==> config.mk <==
export PLATFORM = sky130hd
export DESIGN_NAME = ed_binarisation_filter
export DESIGN_NICKNAME = d
export VERILOG_FILES = /design/src/rtl/ed_filter_pkg.sv /design/src/rtl/ed_seq_divider.sv /design/src/rtl/ed_binarisation_filter.sv
export SDC_FILE = /design/constraint.sdc
export NUM_CORES = 1
export LEC_CHECK = 0
export ABC_CLOCK_PERIOD_IN_PS = 8850
export CORE_MARGIN = 5
export CORE_UTILIZATION = 51
export CTS_CLUSTER_DIAMETER = 50
export DETAILED_ROUTE_END_ITERATION = 12
export PLACE_DENSITY = 0.67
export SLEW_MARGIN = 20
export SYNTH_ARGS = -nofsm -noshare
export SYNTH_HDL_FRONTEND = slang
export SYNTH_SLANG_ARGS = --single-unit
==> constraint.sdc <==
create_clock -name clk -period 8.85 [get_ports clk]
set_input_delay 0.885 -clock clk [delete_from_list [all_inputs] [get_ports clk]]
set_output_delay 0.885 -clock clk [all_outputs]
set_load 0.01 [all_outputs]
==> src/rtl/ed_filter_pkg.sv <==
// Shared types, default parameters and output constants for the binarisation filter.
package ed_filter_pkg;

    localparam int unsigned DEF_WIDTH       = 320;
    localparam int unsigned DEF_HEIGHT      = 240;
    localparam int unsigned FRAME_PIXELS    = DEF_WIDTH * DEF_HEIGHT;
    localparam int unsigned DEF_LUMA_THRESH = 18;
    localparam int unsigned DEF_ROI_Y_START = 0;
    localparam int unsigned DEF_ROI_Y_END   = 239;
    localparam int unsigned DEF_RED_MIN     = 10;
    localparam int unsigned DEF_GB_MAX      = 5;
    localparam int unsigned DEF_STOP_THRESH = 2000;

    localparam logic [11:0] PIX_LINE = 12'hFFF;
    localparam logic [11:0] PIX_BG   = 12'h000;

    typedef enum logic [1:0] {StIdle, StProcess, StDivide, StDone} state_e;

    typedef struct packed {
        logic [3:0] r;
        logic [3:0] g;
        logic [3:0] b;
    } pixel_t;

    function automatic logic [5:0] luma_sum(input pixel_t p);
        return 6'(p.r) + 6'(p.g) + 6'(p.b);
    endfunction

endpackage

==> src/rtl/ed_seq_divider.sv <==
// 25-cycle restoring divider: 25-bit dividend by 17-bit divisor, floor quotient.
module ed_seq_divider (
    input  logic        clk,
    input  logic        reset,
    input  logic        i_start,
    input  logic [24:0] i_dividend,
    input  logic [16:0] i_divisor,
    output logic        o_busy,
    output logic        o_done,
    output logic [24:0] o_quotient
);

    logic [24:0] r_q;
    logic [17:0] r_rem;
    logic [16:0] r_dvs;
    logic [4:0]  r_step;
    logic        r_busy;

    logic [24:0] w_q_src;
    logic [17:0] w_rem_src;
    logic [16:0] w_dvs;
    logic [17:0] w_rem_sh;
    logic [18:0] w_diff;
    logic [24:0] w_q_nxt;
    logic [17:0] w_rem_nxt;

    // The start cycle already performs the first step on the raw operands.
    always_comb begin
        w_q_src   = i_start ? i_dividend : r_q;
        w_rem_src = i_start ? 18'd0 : r_rem;
        w_dvs     = i_start ? i_divisor : r_dvs;
        w_rem_sh  = {w_rem_src[16:0], w_q_src[24]};
        w_diff    = {1'b0, w_rem_sh} - {2'b00, w_dvs};
        if (!w_diff[18]) begin
            w_rem_nxt = w_diff[17:0];
            w_q_nxt   = {w_q_src[23:0], 1'b1};
        end else begin
            w_rem_nxt = w_rem_sh;
            w_q_nxt   = {w_q_src[23:0], 1'b0};
        end
    end

    always_ff @(posedge clk or negedge reset) begin
        if (!reset) begin
            r_q    <= '0;
            r_rem  <= '0;
            r_dvs  <= '0;
            r_step <= '0;
            r_busy <= 1'b0;
        end else if (i_start) begin
            r_q    <= w_q_nxt;
            r_rem  <= w_rem_nxt;
            r_dvs  <= i_divisor;
            r_step <= 5'd1;
            r_busy <= 1'b1;
        end else if (r_busy) begin
            r_q    <= w_q_nxt;
            r_rem  <= w_rem_nxt;
            r_step <= r_step + 5'd1;
            if (r_step == 5'd24) begin
                r_busy <= 1'b0;
            end
        end
    end

    assign o_busy     = r_busy;
    assign o_done     = r_busy && (r_step == 5'd24);
    assign o_quotient = w_q_nxt;

endmodule

==> src/rtl/ed_binarisation_filter.sv <==
// Streams a frame, writes a binary line map, finds the line centroid and counts stop pixels.
// Define ED_EDGE_EN to output horizontal dark/light transitions instead of the plain map.
module ed_binarisation_filter
    import ed_filter_pkg::*;
#(
    parameter int unsigned WIDTH       = DEF_WIDTH,
    parameter int unsigned HEIGHT      = DEF_HEIGHT,
    parameter int unsigned LUMA_THRESH = DEF_LUMA_THRESH,
    parameter int unsigned ROI_Y_START = DEF_ROI_Y_START,
    parameter int unsigned ROI_Y_END   = DEF_ROI_Y_END,
    parameter int unsigned RED_MIN     = DEF_RED_MIN,
    parameter int unsigned GB_MAX      = DEF_GB_MAX,
    parameter int unsigned STOP_THRESH = DEF_STOP_THRESH
) (
    input  logic        clk,
    input  logic        reset,
    input  logic        waiting_for_new_frame,
    input  logic        enable,
    input  logic [11:0] data_in,
    output logic [16:0] read_addr,
    output logic        wr_enable,
    output logic [16:0] write_addr,
    output logic [11:0] data_out,
    output logic        frame_done,
    output logic [9:0]  h_centroid,
    output logic        stop_detect,
    output logic [17:0] stop_sum
);

    localparam logic [16:0] LastAddr   = 17'(WIDTH * HEIGHT - 1);
    localparam logic [9:0]  LastX      = 10'(WIDTH - 1);
    localparam logic [9:0]  CentreX    = 10'(WIDTH / 2);
    localparam logic [8:0]  RoiStart   = 9'(ROI_Y_START);
    localparam logic [8:0]  RoiSpan    = 9'(ROI_Y_END - ROI_Y_START);
    localparam logic [5:0]  LumaThresh = 6'(LUMA_THRESH);
    localparam logic [3:0]  RedMin     = 4'(RED_MIN);
    localparam logic [3:0]  GbMax      = 4'(GB_MAX);
    localparam logic [17:0] StopThresh = 18'(STOP_THRESH);

    state_e      r_state;
    logic [16:0] r_rd_addr;
    logic        r_issue_done;
    logic        r_valid;
    logic [16:0] r_wr_addr;
    logic [9:0]  r_x;
    logic [8:0]  r_y;
    logic [24:0] r_sum_x;
    logic [16:0] r_cnt;
    logic [17:0] r_stop_cnt;
    logic        r_frame_done;
    logic [9:0]  r_centroid;
    logic [17:0] r_stop_sum;
    logic        r_stop_detect;
`ifdef ED_EDGE_EN
    logic        r_prev_dark;
`endif

    pixel_t      w_pix;
    logic        w_dark;
    logic        w_stop;
    logic [8:0]  w_roi_off;
    logic        w_in_roi;
    logic        w_line;
    logic        w_div_start;
    logic        w_div_busy;
    logic        w_div_done;
    logic [24:0] w_quot;

    always_comb begin
        w_pix     = pixel_t'(data_in);
        w_dark    = luma_sum(w_pix) < LumaThresh;
        w_stop    = (w_pix.r >= RedMin) && (w_pix.g <= GbMax) && (w_pix.b <= GbMax);
        // Rows above the ROI wrap to a large offset, so one compare covers both bounds.
        w_roi_off = r_y - RoiStart;
        w_in_roi  = w_roi_off <= RoiSpan;
`ifdef ED_EDGE_EN
        w_line    = (r_x != 10'd0) && (w_dark != r_prev_dark);
`else
        w_line    = w_dark;
`endif
    end

    assign w_div_start = (r_state == StDivide) && !w_div_busy;

    ed_seq_divider u_div (
        .clk        (clk),
        .reset      (reset),
        .i_start    (w_div_start),
        .i_dividend (r_sum_x),
        .i_divisor  (r_cnt),
        .o_busy     (w_div_busy),
        .o_done     (w_div_done),
        .o_quotient (w_quot)
    );

    always_ff @(posedge clk or negedge reset) begin
        if (!reset) begin
            r_state       <= StIdle;
            r_rd_addr     <= '0;
            r_issue_done  <= 1'b0;
            r_valid       <= 1'b0;
            r_wr_addr     <= '0;
            r_x           <= '0;
            r_y           <= '0;
            r_sum_x       <= '0;
            r_cnt         <= '0;
            r_stop_cnt    <= '0;
            r_frame_done  <= 1'b0;
            r_centroid    <= CentreX;
            r_stop_sum    <= '0;
            r_stop_detect <= 1'b0;
`ifdef ED_EDGE_EN
            r_prev_dark   <= 1'b0;
`endif
        end else begin
            r_frame_done <= 1'b0;
            case (r_state)
                StIdle: begin
                    r_rd_addr <= '0;
                    r_valid   <= 1'b0;
                    if (enable && !waiting_for_new_frame) begin
                        r_state      <= StProcess;
                        r_issue_done <= 1'b0;
                        r_x          <= '0;
                        r_y          <= '0;
                        r_sum_x      <= '0;
                        r_cnt        <= '0;
                        r_stop_cnt   <= '0;
                    end
                end
                StProcess: begin
                    r_valid <= enable && !r_issue_done;
                    if (enable && !r_issue_done) begin
                        r_wr_addr <= r_rd_addr;
                        if (r_rd_addr == LastAddr) begin
                            r_issue_done <= 1'b1;
                        end else begin
                            r_rd_addr <= r_rd_addr + 17'd1;
                        end
                    end
                    if (r_valid) begin
                        if (w_dark && w_in_roi) begin
                            r_sum_x <= r_sum_x + {15'd0, r_x};
                            r_cnt   <= r_cnt + 17'd1;
                        end
                        if (w_stop) begin
                            r_stop_cnt <= r_stop_cnt + 18'd1;
                        end
                        if (r_x == LastX) begin
                            r_x <= '0;
                            r_y <= r_y + 9'd1;
                        end else begin
                            r_x <= r_x + 10'd1;
                        end
`ifdef ED_EDGE_EN
                        r_prev_dark <= w_dark;
`endif
                        if (r_wr_addr == LastAddr) begin
                            r_state <= StDivide;
                        end
                    end
                end
                StDivide: begin
                    if (w_div_done) begin
                        r_state       <= StDone;
                        r_frame_done  <= 1'b1;
                        r_stop_sum    <= r_stop_cnt;
                        r_stop_detect <= r_stop_cnt >= StopThresh;
                        if (r_cnt != 17'd0) begin
                            r_centroid <= (w_quot > 25'd1023) ? 10'h3FF : w_quot[9:0];
                        end
                    end
                end
                default: begin
                    r_state   <= StIdle;
                    r_rd_addr <= '0;
                end
            endcase
        end
    end

    assign read_addr   = r_rd_addr;
    assign wr_enable   = r_valid;
    assign write_addr  = r_wr_addr;
    assign data_out    = (r_valid && w_line) ? PIX_LINE : PIX_BG;
    assign frame_done  = r_frame_done;
    assign h_centroid  = r_centroid;
    assign stop_detect = r_stop_detect;
    assign stop_sum    = r_stop_sum;

endmodule

# Word level (Yosys, flattened, before mapping)
# Index checks and enable logic that the tools add are counted.
[totals] regBits=212 latch_bits=0 mem_bits_rw=0 romBits=0 input_bits=16 n_memories=0
[op_classes] n_addsub=10 multipliers=0 n_div=0 n_lt_le_gt_ge=7 eq_ne=16 shift=0 muxes=51 n_bitwise=1 n_reduce_logical=25
[ops] op="$mux 17" count=10
[ops] op="$mux 25" count=6
[ops] op="$pmux 17 s2" count=2
[ops] op="$mux 18" count=3
[ops] op="$pmux 25 s2" count=1
[ops] op="$mux 10" count=4
[ops] op="$pmux 18 s2" count=1
[ops] op="$add 17x1->17 const B" count=2
[ops] op="$eq 17x17->1 const B" count=2
[ops] op="$mux 9" count=3
[ops] op="$add 25x10->25" count=1
[ops] op="$gt 25x10->1 const B" count=1
[ops] op="$pmux 10 s2" count=1
[ops] op="$reduce_and 4->1" count=5
[ops] op="$sub 18x17->19" count=1
[ops] op="$add 18x1->18 const B" count=1
[ops] op="$ge 18x11->1 const B" count=1
[ops] op="$ne 2x2->1 const B" count=9
[ops] op="$pmux 9 s2" count=1
[ops] op="$reduce_bool 17->1" count=1
[ops] op="$mux 12" count=1
[ops] op="$add 10x1->10 const B" count=1
[ops] op="$eq 10x9->1 const B" count=1
[ops] op="$mux 5" count=2
[ops] op="other kinds (23)" count=49

# Longest topological paths before layout
# Gate-level depths: netlist of the first run.
[logic_depth] word_depth=7 mapped_depth=20 mapped_depth_nobuf=16

# Hierarchy
# A second synthesis of the first run with hierarchy kept.
[unflattened] hier_cells=1231 hier_area_um2=11810.1
[by_module_without_submodules] module="ed_binarisation_filter" n_inst=1 cells_per_inst=799 area_each_um2=7833.8
[by_module_without_submodules] module="ed_seq_divider" n_inst=1 cells_per_inst=432 area_each_um2=3976.3

# Worst setup path before layout of the first run
# Ideal clock, no wire load.
[synth_timing] path_type="register to register" start="register r_state[0]" end="register u_div.r_rem[14]" arrival_time_ns=3.917 required_ns=8.724 slack_ns=4.807 path_stages_with_launch=18 n_path_buf=3 synth_period_minus_slack_ns=4.043 path_cell_list="dfrtp_1 -> inv_1 -> ha_1 -> buf_2 -> inv_1 -> nor2_1 -> clkbuf_1 -> mux2i_1 -> ha_1 -> nand2b_1 -> a21oi_1 -> o31ai_4 -> a31oi_1 -> a311o_1 -> and2_1 -> buf_6 -> mux2i_1 -> a221o_1"
[synth_between] elab_chain_len=7 word_cells_on_any_way=10 cone_classes="add/sub (1); eq/ne (1); mux (6); reduce/logical (2)"
[synth_rtl] item="from (decl)" line_no="ed_binarisation_filter.sv:40" text="state_e r_state;"
[synth_rtl] item="from (signal assigned)" line_no="ed_binarisation_filter.sv:98" text="r_state <= StIdle;"
[synth_rtl] item="from (signal assigned)" line_no="ed_binarisation_filter.sv:122" text="r_state <= StProcess;"
[synth_rtl] item="from (signal assigned)" line_no="ed_binarisation_filter.sv:159" text="r_state <= StDivide;"
[synth_rtl] item="$eq 2x2->1 *" line_no="ed_binarisation_filter.sv:83" text="assign w_div_start = (r_state == StDivide) && !w_div_busy;"
[synth_rtl] item="$logic_and 1x1->1 *" line_no="ed_binarisation_filter.sv:83"
[synth_rtl] item="$mux 25, or another cell as far along" line_no="ed_seq_divider.sv:29" text="w_q_src = i_start ? i_dividend : r_q;"
[synth_rtl] item="$sub 18x17->19" line_no="ed_seq_divider.sv:33" text="w_diff = {1'b0, w_rem_sh} - {2'b00, w_dvs};"
[synth_rtl] item="$mux 17" line_no="ed_seq_divider.sv:34" text="if (!w_diff[18]) begin"
[synth_rtl] item="$mux 17" line_no="ed_seq_divider.sv:56" text="end else if (r_busy) begin"
[synth_rtl] item="$mux 17" line_no="ed_seq_divider.sv:50" text="end else if (i_start) begin"
[synth_rtl] item="to (signal assigned)" line_no="ed_seq_divider.sv:52" text="r_rem <= w_rem_nxt;"
[synth_rtl] item="to (signal assigned)" line_no="ed_seq_divider.sv:58" text="r_rem <= w_rem_nxt;"
[synth_rtl] item="to (decl)" line_no="ed_seq_divider.sv:14" text="logic [17:0] r_rem;"
# Every way passes the cells marked *; elsewhere a longest branch is shown, timed or not. The select of a mux whose other input is x is not followed.
# A chain may end at the register's enable or synchronous reset.

# Worst setup path in the final report of the first run
# Same ends and word-level chain as after synthesis.

==> results of run 1 <==
[cells by family after synthesis]
kind of cell,count (synthesis),share of synthesized area [%]
AND/OR/NAND/NOR,418,17.98
buffers and inverters,113,4.345
multiplexers,82,7.466
flip-flops,212,45.97
XOR/XNOR,73,5.538
adder cells (fa/ha/maj),50,5.808
AO/OA/AOI/OAI,236,12.90
[cell type report]
cell class | count | area share, %
Multi-Input combinational cell | 859 | 42.38
Timing Repair Buffer | 101 | 7.315
Clock buffer | 36 | 5.905
Clock inverter | 16 | 1.179
Inverter | 55 | 1.520
Tap cell | 285 | 2.626
Sequential cell | 212 | 39.08
[power groups by stage]
| stage | Combinational, mW | Clock (mW) | Sequential (mW) |
|---|---|---|---|
| detailed placement | 1.39 | 0 | 1.30 |
| CTS | 1.40 | 1.16 | 1.28 |
| global placement | 1.36 | 0 | 1.29 |
| global route | 1.56 | 1.21 | 1.30 |
| floorplan | 1.10 | 0 | 1.25 |
| finish | 1.39 | 1.14 | 1.28 |
[critical path: cells and delay by family, from the launching register on]
kind                     cells  cell delay, ps
buffers and inverters        4            1150
adder cells (fa/ha/maj)      3             790
multiplexers                 2             350
flip-flops                   1             390
AO/OA/AOI/OAI                5            1350
AND/OR/NAND/NOR              3            1150
[Yosys cell counts (all sizes together) (3+ instances only)]
cell / number
a31oi: 16
o21bai: 4
or4: 12
mux2: 33
nor4: 13
fa: 6
nor4bb: 3
nor2b: 5
nor2: 103
or3: 14
nand2: 144
nor4b: 7
mux2i: 49
a21boi: 5
clkbuf: 33
o31ai: 15
xnor2: 40
buf: 25
nor3: 16
or2: 4
inv: 55
a31o: 3
dfrtp: 210
nand4: 19
o21a: 8
o21ai: 84
and4: 5
a22o: 9
nand3: 28
nor3b: 5
a32oi: 10
and3: 10
ha: 44
a21oi: 52
nand2b: 7
xor2: 33
a21o: 9
and2: 18
[path summary, 6_finish.rpt]
kind,startpoint,endpoint
min reg2reg,u_div.r_dvs[3]$_DFF_PN0_,u_div.r_dvs[3]$_DFF_PN0_
min in group clk,u_div.r_dvs[3]$_DFF_PN0_,u_div.r_dvs[3]$_DFF_PN0_
max,r_state[0]$_DFFE_PN0P_,u_div.r_rem[14]$_DFFE_PN0P_
min,reset,u_div.r_dvs[16]$_DFF_PN0_
max in group asynchronous,reset,u_div.r_rem[5]$_DFFE_PN0P_
max reg2reg,r_state[0]$_DFFE_PN0P_,u_div.r_rem[14]$_DFFE_PN0P_
[state kept, by name, indices dropped and copies added, names as in the netlist, 10 cells and up]
register	flops
u_div.r_q	25
u_div.r_rem	17
stop_sum	18
r_stop_cnt	18
r_sum_x	25
u_div.r_dvs	17
write_addr	17
r_cnt	17
read_addr	17
h_centroid	10
r_x	10
[layer usage]
layer	GRT usage, %	up-vias	routed length [um]	part of all wire [%]
met5	0	-	0	0
met4	5.592	0	697	2.7
met3	3.233	39	1093	4.2
met2	34.08	167	12500	48
li1	-	4318	-	-
met1	26.96	4353	11740	45
[metrics by stage]
stage	setup slack (ps)	util, %	power [mW]	cells	cell area [um^2]
floorplan	4807	-	2.357	1184	11550
global placement	3663	56.20	2.654	1512	12610
detailed placement	3451	56.20	2.686	1512	12610
CTS	3488	60.49	3.839	1564	13570
global route	3154	60.54	4.073	1564	13580
finish	3495	60.54	3.813	1564	13580
[cell usage in the layout (no fill, tap or decap), drive strengths merged, types with 3 or more instances in the layout]
master | synthesis | routed
dfrtp | 210 | 210
nand2 | 144 | 144
nor2 | 103 | 103
clkdlybuf4s50 | 0 | 91
o21ai | 84 | 84
inv | 55 | 57
a21oi | 52 | 52
mux2i | 49 | 49
ha | 44 | 44
xnor2 | 40 | 40
clkbuf | 33 | 36
xor2 | 33 | 33
mux2 | 33 | 33
nand3 | 28 | 28
nand4 | 19 | 19
and2 | 18 | 18
nor3 | 16 | 16
a31oi | 16 | 16
o31ai | 15 | 15
or3 | 14 | 14
nor4 | 13 | 13
or4 | 12 | 12
clkinv | 0 | 12
and3 | 10 | 10
a32oi | 10 | 10
buf | 25 | 10
a21o | 9 | 9
a22o | 9 | 9
o21a | 8 | 8
nand2b | 7 | 7
nor4b | 7 | 7
fa | 6 | 6
nor3b | 5 | 5
and4 | 5 | 5
nor2b | 5 | 5
a21boi | 5 | 5
o21bai | 4 | 4
or2 | 4 | 4
nor4bb | 3 | 3
a31o | 3 | 3
==> results.json, run 1 <==
{
  "status": "completed",
  "portBuffers": 92,
  "drt-pass1-iter-count": 7,
  "crit_chain": "inv_1 -> ha_2 -> buf_4 -> inv_1 -> nor2_2 -> buf_4 -> mux2i_1 -> ha_1 -> fa_1 -> nand2b_1 -> a21oi_1 -> o31ai_4 -> a31oi_1 -> a311o_1 -> and2_1 -> mux2i_1 -> a221o_1",
  "drive_gt1_share_pct": 9.148,
  "period_share_pct": 60.51,
  "rows": 55,
  "syn_inst": 1184,
  "cp_slowest_cell": "and2_1",
  "ys_async_sr_fraction_pct": 100.0,
  "crit_path_start_kind": "register",
  "setup_tns_ps": 0,
  "avgRoutedWirePerCell_um": 16.64,
  "boundaryPins": 93,
  "synth_largest_area_cell": "dfrtp_1",
  "p_int_mw": 2.418,
  "grt_usage_pct": 20.12,
  "critPathMaxStageDelay_ps": 830,
  "irDropWorstVdd_mv": 0.1900,
  "grt_first_pass_wirelength_mm": 43.83,
  "multi_input_area_um2": 5756,
  "yosysSeqAreaShare_pct": 45.97,
  "synth_flop_cell": "dfrtp_1",
  "syn2layout_area_growth_pct": 17.63,
  "dieHeight_um": 160.5,
  "relSlewSlack_pct": 26.95,
  "cts_hold_buf": 0,
  "cts_tree": "built",
  "viasPerCell": 5.676,
  "gp_congestion": 0.8298,
  "rsz0062_at_grt": "no",
  "clock_tree.root_cell": "clkbuf_16",
  "setup_viol": 0,
  "cts.clk_slew.worst_paths_ps": 60,
  "routed_wl_mm": 26.03,
  "ant_nets": 0,
  "die_w_um": 160.5,
  "min_period_ps": 5355,
  "clockBufferDepth": 3,
  "leakage_nw": 6.077,
  "synth-edff-count": 0,
  "p_clk_share_pct": 29.8,
  "synth_top_area_share_pct": 45.51,
  "syn_avg_cell_area_um2": 9.752,
  "n_fill_cell": 1893,
  "switchingPower_mw": 1.395,
  "num_antenna_cells": 0,
  "register_area_um2": 5308,
  "vias": 8877,
  "seqPwrFrac_pct": 33.6,
  "drc": 0,
  "cp.required_ps": 9270,
  "clock-sinks": 212,
  "finClkSkew_ps": 16.20,
  "numCtsBuffers": 28,
  "switching_share_pct": 36.59,
  "synth_nets": 1250,
  "endpoint_kind": "register",
  "final_max_slew_viol_count": 0,
  "place_hpwl_mm": 17.99,
  "initial_utilization_pct": 51.47,
  "synthDistinctLibCells": 68,
  "worstHoldPathType": "input pin to async pin",
  "yosysWarnings": 0,
  "ys_seq_elements": 212,
  "holdWs_ps": 329.3,
  "htree_levels": 1,
  "ys_top_cells_by_area": "dfrtp_1 (46%), ha_1 (4.8%), nand2_1 (4.7%)",
  "antenna_found_initial": 0,
  "drt-initial-drc-count": 536,
  "tightest_slew_ps": 1096,
  "combPwrFrac_pct": 36.5,
  "critical_path.max_fanout": 43,
  "path_class": "register to register",
  "finalHoldViolCount": 0,
  "dieArea_um2": 25750,
  "max_freq_ghz": 0.1867,
  "worst_skew_pair.late_latency_ps": 530,
  "rr_worst_depth": 17,
  "grt_pass1_vias": 8747,
  "synth_area_um2": 11550,
  "arrival_ps": 5770,
  "cap_viol_max_count": 0,
  "grt_overflow": 0,
  "core_um2": 22430,
  "rrSetupSlack_ps": 3490,
  "grt_max_degree": 79,
  "powerDensity_nw_per_um2": 280.7,
  "final_nets": 1323,
  "postCtsResizedCells": 0,
  "post_cts_buffers": 0
}
No activity file was read; power rests on OpenSTA's default activity.
==> run 2, diff against run 1 <==
Settings changed: ABC_CLOCK_PERIOD_IN_PS 8850 to 4620, PLACE_DENSITY 0.67 to 0.7.
Clock period 8.85 ns to 4.62 ns, I/O delays scaled along.
==> results.json, run 2 (same netlist as run 1, synthesis figures left out) <==
{
  "rrSetupSlack_ps": 610,
  "worst_skew_pair.late_latency_ps": 530,
  "powerDensity_nw_per_um2": 541.3,
  "period_share_pct": 87.48,
  "grt_first_pass_wirelength_mm": 44.53,
  "place_hpwl_mm": 17.62,
  "die_w_um": 160.5,
  "path_class": "input pin to primary output",
  "antenna_found_initial": 0,
  "cp_slowest_cell": "clkdlybuf4s50_1",
  "cp.required_ps": 4160,
  "clock-sinks": 212,
  "cts.clk_slew.worst_paths_ps": 60,
  "finalHoldViolCount": 0,
  "core_um2": 22430,
  "syn2layout_area_growth_pct": 18.15,
  "routed_wl_mm": 25.88,
  "crit_chain": "clkdlybuf4s50_1 -> fa_1 -> ha_1 -> inv_1 -> fa_1 -> nand4bb_1 -> o311ai_1 -> o31a_1 -> o21a_1 -> clkdlybuf4s50_1",
  "drt-initial-drc-count": 646,
  "irDropWorstVdd_mv": 0.3392,
  "viasPerCell": 5.660,
  "leakage_nw": 6.091,
  "rsz0062_at_grt": "no",
  "finClkSkew_ps": 13.72,
  "grt_usage_pct": 20.23,
  "largestRegisters": "r_sum_x x25, u_div.r_q x25",
  "gp_congestion": 0.8657,
  "status": "completed",
  "min_period_ps": 4041,
  "relSlewSlack_pct": 30.15,
  "drt-pass1-iter-count": 5,
  "fin_ws_ps": 578.6,
  "avgRoutedWirePerCell_um": 16.49,
  "initial_utilization_pct": 51.47,
  "postCtsResizedCells": 0,
  "reg2reg_to": "u_div.r_rem[3]$_DFFE_PN0P_",
  "ant_nets": 0,
  "max_freq_ghz": 0.2474,
  "final_nets": 1328,
  "cts_hold_buf": 0,
  "regToRegStartpoint": "r_state[0]$_DFFE_PN0P_",
  "post_cts_buffers": 0,
  "vias": 8880,
  "rows": 55,
  "grt_pass1_vias": 8931,
  "dieArea_um2": 25750,
  "setup_tns_ps": 0,
  "boundaryPins": 93,
  "endpoint_kind": "primary output",
  "critical_path.max_fanout": 12,
  "finish.utilization_pct": 60.81,
  "rr_worst_depth": 16,
  "pre_cts_slack_ps": 525.4,
  "grt_overflow": 0,
  "cap_viol_max_count": 0,
  "clock_tree.root_cell": "clkbuf_16",
  "crit_path_start_kind": "input pin",
  "switchingPower_mw": 2.670,
  "htree_levels": 1,
  "p_clk_share_pct": 30.4,
  "drc": 0,
  "crit_cells": 10,
  "drive_gt1_share_pct": 9.034,
  "dieHeight_um": 160.5,
  "portBuffers": 92,
  "arrival_ps": 3580,
  "final_max_slew_viol_count": 0,
  "clockBufferDepth": 3,
  "layout_commonest_cell": "dfrtp_1",
  "combPwrFrac_pct": 36.3,
  "path_delay_family": "adder cells",
  "switching_share_pct": 36.16,
  "p_int_mw": 4.714,
  "num_antenna_cells": 0,
  "seqPwrFrac_pct": 33.3,
  "n_fill_cell": 1871,
  "cts_tree": "built",
  "critPathMaxStageDelay_ps": 620,
  "numCtsBuffers": 28,
  "worstHoldPathType": "input pin to async pin",
  "final_cell_mix": "dfrtp_1 (210), nand2_1 (144), nor2_1 (102), clkdlybuf4s50_1 (91), o21ai_0 (63)",
  "setup_viol": 0,
  "crit_buf_inv": 3,
  "tightest_slew_ps": 1048,
  "grt_max_degree": 128
}
-- run 2: cell count changes in the layout (fill, tap and decap cells not counted), sizes merged --
cell      delta
clkinv       -6
buf          +5
bufinv       +2
clkinvlp     +2
clkbuf       +1
inv          +1
-- run 2: per-layer routing --
| layer | vias up | global-route usage [%] | part of all wire (%) |
|---|---|---|---|
| met5 | - | 0 | 0 |
| met4 | 0 | 4.889 | 2.2 |
| met3 | 38 | 3.054 | 4.2 |
| met2 | 177 | 33.17 | 47 |
| met1 | 4341 | 28.48 | 47 |
| li1 | 4324 | - | - |
-- run 2: worst max-delay path by stage --
stage | startpoint | end
finish | data_in[1] | data_out[3]
global route | r_state[0]$_DFFE_PN0P_ | u_div.r_rem[13]$_DFFE_PN0P_
CTS | data_in[1] | data_out[3]
detailed placement | data_in[1] | r_sum_x[19]$_DFFE_PN0P_
global placement | data_in[1] | r_sum_x[23]$_DFFE_PN0P_
floorplan | r_state[0]$_DFFE_PN0P_ | u_div.r_rem[14]$_DFFE_PN0P_
-- run 2: worst register-to-register path, stage by stage, from the launching register on --
cell and delay [ps]:
dfrtp_1 400, inv_1 120, ha_2 310, inv_1 130, nor2_2 230, buf_4 250
mux2i_1 340, ha_1 300, o21ai_1 120, a21oi_1 240, o31ai_4 120, a31oi_1 300
a311o_1 240, and2_1 150, buf_4 310, mux2i_1 240, o21ai_1 80
-- run 2: power by group through the flow --
stage | logic, mW | registers (mW) | clock network, mW
after floorplan | 2.11 | 2.40 | 0
after global routing | 3.02 | 2.50 | 2.37
final | 2.68 | 2.46 | 2.24
after CTS | 2.69 | 2.46 | 2.29
after global placement | 2.62 | 2.47 | 0
after detailed placement | 2.67 | 2.48 | 0
-- run 2: through the flow --
step           instances  power [mW]  instance area (um^2)  hold slack, ps
6_report            1569       7.384                 13640           31.81
2_1_floorplan       1184       4.516                 11550           166.4
5_1_grt             1569       7.892                 13640           141.1
4_1_cts             1569       7.434                 13630           85.56
3_5_place_dp        1517       5.154                 12660           463.0
3_3_place_gp        1517       5.089                 12660           454.5
-- run 2: layout make-up --
cell class | instances | area (um^2) | area share, %
clock buffer | 37 | 765.7 | 5.613
clock inverter | 15 | 209.0 | 1.532
inverter | 55 | 206.4 | 1.513
multi-input combinational | 859 | 5753 | 42.17
sequential | 212 | 5308 | 38.91
tap | 285 | 356.6 | 2.614
timing repair buffer | 106 | 1044 | 7.649
